--- src/rtl/lfsr_bank.sv ---
// Bank of NUM_CH XNOR-form LFSRs sharing one programmable tap mask and one control FSM.
// Beats leave through a valid/ready port; channels step only when the output slot is free.
module lfsr_bank #(
    parameter int                NUM_CH = 4,
    parameter int                WIDTH  = 49,
    parameter logic [WIDTH-1:0]  TAPS   = 49'h1_0080_0000_0000,
    parameter int                CNT_W  = 32
) (
    input  logic                      i_clk,
    input  logic                      i_rst_n,
    input  logic                      i_mode,
    input  logic                      i_start,
    input  logic                      i_en,
    input  logic                      i_vld,
    output logic                      o_rdy,
    input  logic [NUM_CH*WIDTH-1:0]   i_data,
    input  logic                      i_cfg_ld,
    input  logic [WIDTH-1:0]          i_taps,
    input  logic [CNT_W-1:0]          i_stop_cnt,
    input  logic                      i_rdy,
    output logic                      o_vld,
    output logic [NUM_CH*WIDTH-1:0]   o_data,
    output logic                      o_done,
    output logic [NUM_CH-1:0]         o_lockup,
    output logic [CNT_W-1:0]          o_cnt,
    output logic [1:0]                o_state
);

    // Handshake: a beat transfers on a cycle where o_vld && i_rdy; o_vld and o_data
    // hold until then. The input side accepts on i_vld && o_rdy (IDLE, slot free).

    typedef enum logic [1:0] {
        IDLE = 2'd0,
        RUN  = 2'd1,
        DONE = 2'd2
    } state_t;

    state_t                    state;
    state_t                    state_nxt;
    logic [WIDTH-1:0]          taps;
    logic                      slot_free;
    logic                      pass_ld;
    logic                      step;
    logic                      run_start;
    logic                      taps_wr;
    logic                      done_set;
    logic [NUM_CH*WIDTH-1:0]   step_data;
    logic [NUM_CH-1:0]         lock_mask;

    assign slot_free = !o_vld || i_rdy;
    assign o_rdy     = slot_free && (state == IDLE);
    assign o_state   = state;

    // An all-ones channel is the XNOR lock-up state; it reloads zero instead of shifting.
    for (genvar c = 0; c < NUM_CH; c++) begin : g_ch
        logic [WIDTH-1:0] cur;
        assign cur                           = o_data[c*WIDTH +: WIDTH];
        assign lock_mask[c]                  = &cur;
        assign step_data[c*WIDTH +: WIDTH]   = lock_mask[c] ? '0 : {cur[WIDTH-2:0], ~^(cur & taps)};
    end

    always_ff @(posedge i_clk or negedge i_rst_n) begin
        if (!i_rst_n) begin
            state <= IDLE;
        end else begin
            state <= state_nxt;
        end
    end

    always_comb begin
        state_nxt = state;
        pass_ld   = 1'b0;
        step      = 1'b0;
        run_start = 1'b0;
        taps_wr   = 1'b0;
        done_set  = 1'b0;
        case (state)
            IDLE: begin
                pass_ld = !i_mode && i_vld && slot_free;
                taps_wr = i_cfg_ld && (i_taps != '0);
                if (i_mode && i_start) begin
                    run_start = 1'b1;
                    done_set  = (i_stop_cnt == '0);
                    state_nxt = (i_stop_cnt == '0) ? DONE : RUN;
                end
            end
            RUN: begin
                if (!i_mode) begin
                    state_nxt = IDLE;
                end else if (i_en && slot_free) begin
                    step = 1'b1;
                    if ((o_cnt + CNT_W'(1)) == i_stop_cnt) begin
                        done_set  = 1'b1;
                        state_nxt = DONE;
                    end
                end
            end
            DONE: begin
                if (!i_mode) begin
                    state_nxt = IDLE;
                end else if (i_start) begin
                    run_start = 1'b1;
                    done_set  = (i_stop_cnt == '0);
                    state_nxt = (i_stop_cnt == '0) ? DONE : RUN;
                end
            end
            default: state_nxt = IDLE;
        endcase
    end

    always_ff @(posedge i_clk or negedge i_rst_n) begin
        if (!i_rst_n) begin
            o_data   <= '0;
            taps     <= TAPS;
            o_vld    <= 1'b0;
            o_done   <= 1'b0;
            o_lockup <= '0;
            o_cnt    <= '0;
        end else begin
            o_lockup <= step ? lock_mask : '0;
            if (pass_ld) begin
                o_data <= i_data;
            end else if (step) begin
                o_data <= step_data;
            end
            if (taps_wr) begin
                taps <= i_taps;
            end
            if (pass_ld || step) begin
                o_vld <= 1'b1;
            end else if (i_rdy) begin
                o_vld <= 1'b0;
            end
            if (run_start) begin
                o_cnt <= '0;
            end else if (step) begin
                o_cnt <= o_cnt + CNT_W'(1);
            end
            if (done_set) begin
                o_done <= 1'b1;
            end else if (run_start) begin
                o_done <= 1'b0;
            end
        end
    end

endmodule

--- config.mk ---
export PLATFORM = sky130hd
export DESIGN_NAME = lfsr_bank
export DESIGN_NICKNAME = d
export VERILOG_FILES = /design/src/rtl/lfsr_bank.sv
export SDC_FILE = /design/constraint.sdc
export NUM_CORES = 1
export LEC_CHECK = 0
export ABC_AREA = 1
export CORE_MARGIN = 1
export CORE_UTILIZATION = 34
export DETAILED_ROUTE_END_ITERATION = 8
export DONT_BUFFER_PORTS = 1
export PLACE_DENSITY_LB_ADDON = 0.08
export SLEW_MARGIN = 10
export SYNTH_ARGS = -nofsm -noshare
export SYNTH_HDL_FRONTEND = slang
export SYNTH_SLANG_ARGS = --single-unit
--- constraint.sdc ---
create_clock -name i_clk -period 4.1 [get_ports i_clk]
set_input_delay 0.205 -clock i_clk [delete_from_list [all_inputs] [get_ports i_clk]]
set_output_delay 0.205 -clock i_clk [all_outputs]
set_load 0.01 [all_outputs]
==> out/metrics.yaml, run 1 <==
synth:
  syn-num-nets: 2549
  syn_inst: 2259
  ys_seq_elements: 285
  yosys_warnings: 0
  avgSynthCellArea_um2: 7.68
  yosysUniqueCellTypes: 34
  yosysSeqAreaShare_pct: 41.1
  synth.cell_area_mm2: 0.0173
power:
  p_comb_share_pct: 45.8
  swShare_pct: 48.1
  pwr-share-seq_pct: 35.7
  powerDensity_mw_per_mm2: 786
  p_leak_nw: 9.55
  clockPowerShare_pct: 18.5
  ir_worst_vdd_mv: 0.501
  p_switching_w: 0.00889
  intPower_w: 0.00957
timing:
  period_minus_slack_ns: 3.74
  holdWs_ns: -0.648
  setup_viol: 0
  hold_viol_final: 283
  slew_viol_final: 122
  clock_skew_ns: 0.0157
  maxSlewHeadroom_pct: -18.9
  worst_pin_slew_ns: 1.78
  post-route-period-util_pct: 91.2
  grt_setup_unrepaired: "no"
  tns_ns: 0
  clock.fmax_mhz: 268
status:
  status: "complete, but fails checks"
  violations: "hold timing, slew limit"
finish:
  nNetsFinal: 2920
  fillers: 5042
  regArea_mm2: 0.00714
  syn_to_final_growth_pct: 35.4
  multi_input_area_mm2: 0.00877
  layout-drive-gt1-share_pct: 4.14
clock_network:
  cts_sinks: 285
  insertion_delay_ns: 0.55
  ctsHoldBuffers: 428
  clk_pin_slew_ns: 0.06
  cts_max_level: 2
  cts_max_path_buffers: 3
  cts_tree: "yes"
  clockRootBuffer: "clkbuf_16"
  cts_made_buffers: 38
global_routing:
  grt-ovfl-total: 0
  grt_pass1_vias: 18800
  grt_usage_pct: 29.7
  grt_antenna_before_repair: 6
  grt_max_degree: 286
  grt_pass1_wl_um: 119000
flow_run:
  max_cap_viol_count: 0
floorplanning:
  rows: 82
  pin_count: 522
  core_region_area_mm2: 0.0503
  die_h_um: 228
  start_util_pct: 34.5
  die_w_um: 228
  die_area_mm2: 0.0519
worst_setup_path:
  start_kind: "flip-flop"
  regToRegSetupSlack_ns: 0.36
  cp-end-kind: "flip-flop"
  arrival_ns: 4.23
  worst-setup-path-type: "reg2reg"
  cp_max_fo: 6
  required_ns: 4.59
route:
  routed-via-count: 18100
  drc: 0
  dr.pass1.iters: 5
  ant_nets: 0
  viasPerCell: 5.44
  wl_per_cell_um: 23.5
  drt_iter0_drc: 1233
  routed_wl_um: 78400
place:
  dp.final_hpwl_um: 56000
  portBuffers: 0
  gp_congestion: 0.911
hold_path:
  hold_path.class: "in2async"
## state kept, by name (all words and copies together) (netlist names)
name,flops
o_cnt,32
o_data,196
o_done,1
o_lockup,4
o_state,2
o_vld,1
taps,49
## cells by family after synthesis
logic type,share of synthesized area (%)
simple gates,31.0
buf+inv,8.62
flops,41.1
compound gates,9.29
xor+xnor,9.59
fa+ha+maj,0.361
## layout make-up
type                            count  share of cell area [%]
Clock inverter                     13                   0.543
Sequential cell                   285                    30.4
Tap cell                          672                    3.58
Inverter                          280                    4.50
Antenna cell                        5                  0.0533
Multi-Input combinational cell   1580                    37.3
Timing Repair Buffer              445                    18.8
Clock buffer                       55                    4.79
## layout by cell type, fill, tap and decap left out, types with 22 or more instances in the layout
cell / count
o22ai_1: 22
nand4_1: 231
nand2_1: 643
xor2_1: 37
o21ai_0: 63
dlygate4sd3_1: 428
nor4_1: 27
xnor2_1: 153
inv_1: 273
dfrtp_1: 282
nand3_1: 154
nor2_1: 58
o221ai_1: 126
clkbuf_16: 39
## power groups by stage
stage	sequential, W	combinational, W	clock, W
global placement	0.00659	0.00790	0
detailed placement	0.00660	0.00800	0
floorplan	0.00551	0.00624	0
CTS	0.00656	0.00849	0.00350
global route	0.00673	0.00950	0.00360
finish	0.00658	0.00845	0.00342
## Yosys cell counts, drive strengths merged
library cell	number	area, um2
a21boi	1	7.51
a21oi	4	20.0
buf	16	76.3
clkbuf	98	368
clkinv	3	11.3
dfrtp	283	7080
dfstp	2	52.6
ha	5	62.6
inv	277	1040
nand2	651	2460
nand3	157	791
nand3b	14	105
nand4	231	1450
nor2	68	324
nor3	13	65.1
nor4	27	169
nor4b	1	8.76
o21ai	67	335
o21bai	1	7.51
o221ai	126	1100
o22ai	22	138
or2	1	6.26
or3	1	6.26
xnor2	153	1340
xor2	37	324
## critical path: stages, from the launching register on
cell and delay, ns:
dfrtp_1 0.59, nand2_1 0.19, nor2_1 0.29, nand2_1 0.13, nor2_2 0.22, nand3_1 0.13
nand2_1 0.10, nand2_1 0.05, nand2_1 0.06, nand3_1 0.11, nor3_2 0.22, nand2_1 0.16
nand2_1 0.10, nand2_1 0.05, nand2_1 0.06, dlygate4sd3_1 0.54, nand2_1 0.05, nand2_1 0.06
dlygate4sd3_1 0.56
## worst paths after layout
kind	to	startpoint	cells after the start
setup / recovery	o_done	o_cnt[10]	18
hold reg to reg	taps[48]	taps[48]	2
max in group asynchronous	o_data[0]	i_rst_n	0
hold / removal	o_cnt[28]	i_rst_n	0
setup reg to reg	o_done	o_cnt[10]	18
min in group i_clk	o_data[59]	i_data[59]	2
## metal layers
metal  GRT usage [%]  vias to the layer above  wire (um)
li1                -                     8453          -
met1            38.1                     8850      33400
met2            49.3                      701      37000
met3            6.65                      129       5550
met4            9.90                        2       2390
met5               0                        -         17
## through the flow
stage | cell area (um2) | instances | power, W | setup WS [ns] | utilization, %
4_1_cts | 23500 | 3330 | 0.0186 | 0.307 | 46.7
2_1_floorplan | 17300 | 2259 | 0.0117 | 1.93 | -
3_5_place_dp | 17900 | 2834 | 0.0146 | 0.482 | 35.7
5_1_grt | 23500 | 3335 | 0.0198 | 0.0769 | 46.7
3_3_place_gp | 17900 | 2834 | 0.0145 | 0.573 | 35.7
6_report | 23500 | 3335 | 0.0185 | 0.362 | 46.7
## repair_timing
| action | CTS | global route |
|---|---|---|
| buffers inserted | 0 | 0 |
| endpoints found under the hold margin | 533 | 285 |
| gates resized for setup | 0 | 4 |
| endpoints found under the setup margin | 0 | 1 |
(Power assumes the default switching activity.)
==> run 2: changes to the inputs <==
- REMOVE_ABC_BUFFERS: unset -> 1
==> run 2 against run 1 <==
The run still ends with hold timing, slew limit left. Non-clock buffer count down 1. Routed wire length down 0.58%. Count of clock-buffer cells in the layout up 4. Worst setup slack better by 0.077 ns. Via count up 1.7%. Critical path depth down 10. First-iteration DRC count down 4.2%. Sequential share of layout area up 0.074 points. Register-to-register slack better by 0.08 ns. Total power down 0.55%. Sequential power down 1%. Critical endpoint is now o_data[149]. Largest cell class unchanged. Largest power group unchanged. Highest routed layer unchanged.
==> out/metrics.yaml, run 2 (same netlist as run 1, synthesis figures left out) <==
route:
  ant_nets: 0  # unchanged
  routed-via-count: 18400  # was 18100
  dr.pass1.iters: 5  # unchanged
  routed_wl_um: 77900  # was 78400 um
  wl_per_cell_um: 23.3  # was 23.5 um
  drc: 0  # unchanged
  viasPerCell: 5.52  # was 5.44
  drt_iter0_drc: 1181  # was 1233
worst_setup_path:
  arrival_ns: 4.05  # was 4.23 ns
  path_cells: "inv_1 > nor3_1 > nand4_1 > nor4_1 > nand3_1 > nand2_2 > buf_4 > o221ai_1"  # was nand2_1 > nor2_1 > nand2_1 > nor2_2 > nand3_1 > nand2_1 > nand2_1 > nand2_1 > nand3_1 > nor3_2 > nand2_1 > nand2_1 > nand2_1 > nand2_1 > dlygate4sd3_1 > nand2_1 > nand2_1 > dlygate4sd3_1
  cp-end-kind: "flip-flop"  # unchanged
  start_kind: "flip-flop"  # unchanged
  required_ns: 4.49  # was 4.59 ns
  crit_path_top_delay_cell: "nor3_1"  # was dfrtp_1
  cp_max_fo: 19  # was 6
  r2r_cells: 8  # was 18
  worst_path_largest_cell_delay_ns: 0.72  # was 0.59 ns
  worst-setup-path-type: "reg2reg"  # unchanged
  regToRegSetupSlack_ns: 0.44  # was 0.36 ns
status:
  violations: "hold timing, slew limit"  # unchanged
  status: "complete, but fails checks"  # unchanged
global_routing:
  grt-ovfl-total: 0  # unchanged
  grt_max_degree: 286  # unchanged
  grt_antenna_before_repair: 10  # was 6
  grt_pass1_wl_um: 119000  # about the same
  grt_pass1_vias: 18600  # was 18800
  grt_usage_pct: 29.6  # was 29.7%
finish:
  syn_to_final_growth_pct: 35.1  # was 35.4%
  postLayoutCoreUtil_pct: 46.6  # was 46.7%
  regMostFlops: "o_data"  # unchanged
  layout_common_cells: "643 x nand2_1, 429 x dlygate4sd3_1, 283 x dfrtp_1"  # was 643 x nand2_1, 428 x dlygate4sd3_1, 282 x dfrtp_1
  largest_register_ffs: 196  # unchanged
  instances_no_fill: 3338  # was 3335
  largest_registers: "o_data: 196 flops, taps: 49 flops, o_cnt: 32 flops"  # unchanged
  layout-drive-gt1-share_pct: 3.65  # was 4.14%
  layout_commonest_cell: "nand2_1"  # unchanged
  nNetsFinal: 2920  # unchanged
  fillers: 5013  # was 5042
clock_network:
  cts_setup_buffers: 0  # unchanged
  cts_max_path_buffers: 3  # unchanged
  cts_max_level: 2  # unchanged
  ctsHoldBuffers: 429  # was 428
  clk_pin_slew_ns: 0.06  # about the same
  cts_made_buffers: 39  # was 38
  insertion_delay_ns: 0.55  # about the same
  cts_tree: "yes"  # unchanged
  clockRootBuffer: "clkbuf_16"  # unchanged
  cts_resized: 0  # unchanged
  cts_sinks: 285  # unchanged
power:
  fin_total_pwr_w: 0.0184  # was 0.0185 W
  p_leak_nw: 9.50  # was 9.55 nW
  ir_worst_vdd_mv: 0.493  # was 0.501 mV
  powerDensity_mw_per_mm2: 783  # was 786 mW/mm2
place:
  dp.final_hpwl_um: 53700  # was 56000 um
  portBuffers: 0  # unchanged
  gp_congestion: 0.891  # was 0.911
  dp_cells: 2832  # was 2834
floorplanning:
  die_w_um: 228  # unchanged
  die_h_um: 228  # unchanged
  core_region_area_mm2: 0.0503  # unchanged
  start_util_pct: 34.5  # unchanged
  pin_count: 522  # unchanged
  die_area_mm2: 0.0519  # unchanged
  rows: 82  # unchanged
hold_path:
  hold_path.class: "in2async"  # unchanged
timing:
  setup_viol: 0  # unchanged
  period_minus_slack_ns: 3.66  # was 3.74 ns
  maxSlewHeadroom_pct: -3.53  # was -18.9%
  slew_viol_final: 37  # was 122
  holdWs_ns: -0.652  # was -0.648 ns
  worst_pin_slew_ns: 1.55  # was 1.78 ns
  hold_viol_final: 285  # was 283
  clock.fmax_mhz: 273  # was 268 MHz
  post-route-period-util_pct: 89.3  # was 91.2%
  clock_skew_ns: 0.0153  # was 0.0157 ns
  grt_setup_unrepaired: "no"  # unchanged
flow_run:
  max_cap_viol_count: 0  # unchanged
run 2: area by class of cell:
| class | instances | area [um2] | share of cell area, % |
|---|---|---|---|
| multi-input combinational | 1580 | 8760 | 37.4 |
| antenna | 9 | 22.5 | 0.0961 |
| clock inverter | 9 | 80.1 | 0.342 |
| tap | 672 | 841 | 3.59 |
| sequential | 285 | 7130 | 30.4 |
| timing repair buffer | 444 | 4430 | 18.9 |
| clock buffer | 59 | 1110 | 4.74 |
| inverter | 280 | 1060 | 4.51 |
run 2: power breakdown:
group	total (W)	switching (W)	internal [W]
sequential	0.00650	0.00252	0.00398
combinational	0.00858	0.00502	0.00356
clock	0.00328	0.00135	0.00193
total	0.0184	0.00889	0.00947
run 2: metrics by stage:
step | setup slack [ns] | instance area (um2) | setup TNS (ns)
after floorplan | -10.04 | 16900 | -1768.59
after global placement | 0.381 | 17900 | 0
after detailed placement | 0.402 | 17900 | 0
after CTS | 0.376 | 23400 | 0
after global routing | 0.299 | 23400 | 0
final | 0.439 | 23400 | 0
run 2: layer usage:
metal	part of all wire (%)	vias to the layer above	GRT usage, %
met5	0.015	-	0
met4	2.8	2	9.31
met3	7.2	138	6.41
met2	48	789	50.0
met1	42	9059	37.5
li1	-	8453	-
run 2: worst max-delay path, delay by kind of cell (launching register included):
| kind | cells | cell delay, ns |
|---|---|---|
| buf+inv | 2 | 0.49 |
| compound gates | 1 | 0.17 |
| simple gates | 5 | 2.38 |
| flops | 1 | 0.43 |
run 2: final timing paths:
check                                    start           to
worst max-delay path               o_data[170]  o_data[149]
worst min-delay path                   i_rst_n   o_data[92]
worst max register to register     o_data[170]  o_data[149]
worst min register to register        taps[39]     taps[39]
max in group asynchronous              i_rst_n  o_data[110]
min in group i_clk              i_stop_cnt[14]   o_state[1]
==> run 3: changes to the inputs <==
- CORE_AREA: unset -> 2 2 203 205
- CORE_MARGIN: 1 -> unset
- CORE_UTILIZATION: 34 -> unset
- DIE_AREA: unset -> 0 0 205 207
==> run 3 against run 2 <==
The flow finishes with violations (hold timing). Hold slack improved by 0.011 ns. Global-route usage rose by 4.4 points. Fmax rose by 4.4%. Clock skew rose by 0.0029 ns. Sequential power fell by 0.6%. Sequential cell count did not move. Total power fell by 0.90%. Sequential share of layout area rose by 0.27 points. Largest cell class unchanged. Largest power group unchanged. Highest routed layer is now met4.
==> out/metrics.yaml, run 3 (same netlist as run 1, synthesis figures left out) <==
timing:
  hold_viol_final: 285  # unchanged
  post-route-period-util_pct: 85.5  # was 89.3%
  slew_viol_final: 0  # was 37
  maxSlewHeadroom_pct: 29.0  # was -3.53%
  grt_setup_unrepaired: "no"  # unchanged
  worst_pin_slew_ns: 1.06  # was 1.55 ns
  holdWs_ns: -0.641  # was -0.652 ns
  setup_viol: 0  # unchanged
  period_minus_slack_ns: 3.51  # was 3.66 ns
  clock_skew_ns: 0.0182  # was 0.0153 ns
  clock.fmax_mhz: 285  # was 273 MHz
floorplanning:
  start_util_pct: 43.0  # was 34.5%
  die_area_mm2: 0.0424  # was 0.0519 mm2
  die_w_um: 205  # was 228 um
  pin_count: 522  # unchanged
  die_h_um: 207  # was 228 um
  rows: 74  # was 82
  core_region_area_mm2: 0.0404  # was 0.0503 mm2
finish:
  fillers: 3636  # was 5013
  layout_commonest_cell: "nand2_1"  # unchanged
  regArea_mm2: 0.00713  # unchanged
  largest_registers: "o_data: 196 flops, taps: 49 flops, o_cnt: 32 flops"  # unchanged
  multi_input_area_mm2: 0.00876  # unchanged
  layout_common_cells: "643 x nand2_1, 423 x dlygate4sd3_1, 283 x dfrtp_1"  # was 643 x nand2_1, 429 x dlygate4sd3_1, 283 x dfrtp_1
  nNetsFinal: 2910  # was 2920
  regMostFlops: "o_data"  # unchanged
  layout-drive-gt1-share_pct: 3.71  # was 3.65%
  syn_to_final_growth_pct: 33.9  # was 35.1%
  postLayoutCoreUtil_pct: 57.5  # was 46.6%
  largest_register_ffs: 196  # unchanged
place:
  gp_congestion: 0.911  # was 0.891
  dp.final_hpwl_um: 49900  # was 53700 um
  portBuffers: 0  # unchanged
worst_setup_path:
  cp_top_family: "simple AND/OR/NAND/NOR gates"  # unchanged
  cp_max_fo: 16  # was 19
  worst_path_largest_cell_delay_ns: 0.71  # was 0.72 ns
  required_ns: 4.53  # was 4.49 ns
  arrival_ns: 3.93  # was 4.05 ns
  start_kind: "flip-flop"  # unchanged
  cp_num_buf_inv: 3  # was 2
  worst-setup-path-type: "reg2reg"  # unchanged
  crit_path_top_delay_cell: "nor4_1"  # was nor3_1
  cp-end-kind: "flip-flop"  # unchanged
  path_cells: "inv_1 > nor3_1 > nand4_1 > nor4_1 > nand3_1 > nand2_2 > buf_4 > inv_1 > nand3_1 > nand2_1"  # was inv_1 > nor3_1 > nand4_1 > nor4_1 > nand3_1 > nand2_2 > buf_4 > o221ai_1
clock_network:
  cts_max_path_buffers: 3  # unchanged
  insertion_delay_ns: 0.55  # about the same
  cts_made_buffers: 35  # was 39
  clk_pin_slew_ns: 0.06  # about the same
  cts_sinks: 285  # unchanged
  ctsHoldBuffers: 423  # was 429
  clockRootBuffer: "clkbuf_16"  # unchanged
  cts_tree: "yes"  # unchanged
  cts_max_level: 2  # unchanged
  cts_resized: 0  # unchanged
  cts_setup_buffers: 0  # unchanged
route:
  dr.pass1.iters: 6  # was 5
  routed-via-count: 18500  # was 18400
  dr_wl_met3_um: 6770  # was 5590 um
  wl_per_cell_um: 23.0  # was 23.3 um
  wl_met1_um: 29300  # was 32600 um
  drt_iter0_drc: 1840  # was 1181
  viasPerCell: 5.80  # was 5.52
  drc: 0  # unchanged
  wl_met2_um: 34500  # was 37500 um
  ant_nets: 0  # unchanged
  top_layer: "met4"  # was met5
  routed_wl_um: 73200  # was 77900 um
global_routing:
  grt_antenna_before_repair: 10  # unchanged
  grt_pass1_vias: 18400  # was 18600
  grt_usage_pct: 33.9  # was 29.6%
  grt_max_degree: 286  # unchanged
  grt_pass1_wl_um: 112000  # was 119000 um
  grt-ovfl-total: 0  # unchanged
status:
  status: "complete, but fails checks"  # unchanged
  violations: "hold timing"  # was hold timing, slew limit
power:
  ir_worst_vdd_mv: 0.579  # was 0.493 mV
  powerDensity_mw_per_mm2: 783  # about the same
  p_leak_nw: 9.51  # was 9.50 nW
flow_run:
  max_cap_viol_count: 0  # unchanged
hold_path:
  hold_path.class: "in2async"  # unchanged
## run 3: cell types whose count changed in the layout (fill, tap and decap cells not counted), moves of 2 or more
cell / change
clkbuf_16: -2
dlygate4sd3_1: -6
clkbuf_1: -9
diode_2: +2
clkbuf_8: +3
bufinv_16: +3
## run 3: per-layer routing
| layer | track usage [%] | up-vias |
|---|---|---|
| li1 | - | 8428 |
| met1 | 43.1 | 8939 |
| met2 | 55.2 | 930 |
| met3 | 9.35 | 176 |
| met4 | 12.3 | 0 |
| met5 | 0 | - |
## run 3: metrics by stage
| step | std cells | total power, W | area [um2] | setup TNS (ns) | setup WS [ns] |
|---|---|---|---|---|---|
| floorplan | 2145 | 0.0115 | 16900 | -1768.59 | -10.04 |
| global placement | 2692 | 0.0142 | 17800 | 0 | 0.632 |
| detailed placement | 2692 | 0.0143 | 17800 | 0 | 0.618 |
| CTS | 3175 | 0.0181 | 23200 | 0 | 0.594 |
| global route | 3185 | 0.0194 | 23200 | 0 | 0.444 |
| finish | 3186 | 0.0182 | 23200 | 0 | 0.594 |
## run 3: path summary, 6_finish.rpt
check	endpoint	cells past startpoint	slack, ns	from
min in group i_clk	o_data[61]	2	0.04	i_data[61]
hold / removal	o_data[92]	0	-0.64	i_rst_n
setup / recovery	o_data[147]	10	0.59	o_data[170]
setup reg to reg	o_data[147]	10	0.59	o_data[170]
max in group asynchronous	o_data[159]	0	4.28	i_rst_n
hold reg to reg	taps[39]	2	0.55	taps[39]
## run 3: final cells by class
class	count	area share, %
antenna	11	0.119
clock buffer	51	4.60
clock inverter	9	0.625
inverter	280	4.55
multi-input combinational	1580	37.7
sequential	285	30.7
tap	532	2.87
timing repair buffer	438	18.8
## run 3: where the power goes
group          internal [W]  leakage [nW]  total, W  switching (W)
Sequential          0.00398          3.60   0.00646        0.00248
Clock               0.00205         0.603   0.00334        0.00129
Combinational       0.00355          5.31   0.00839        0.00485
Total               0.00958          9.51    0.0182        0.00861
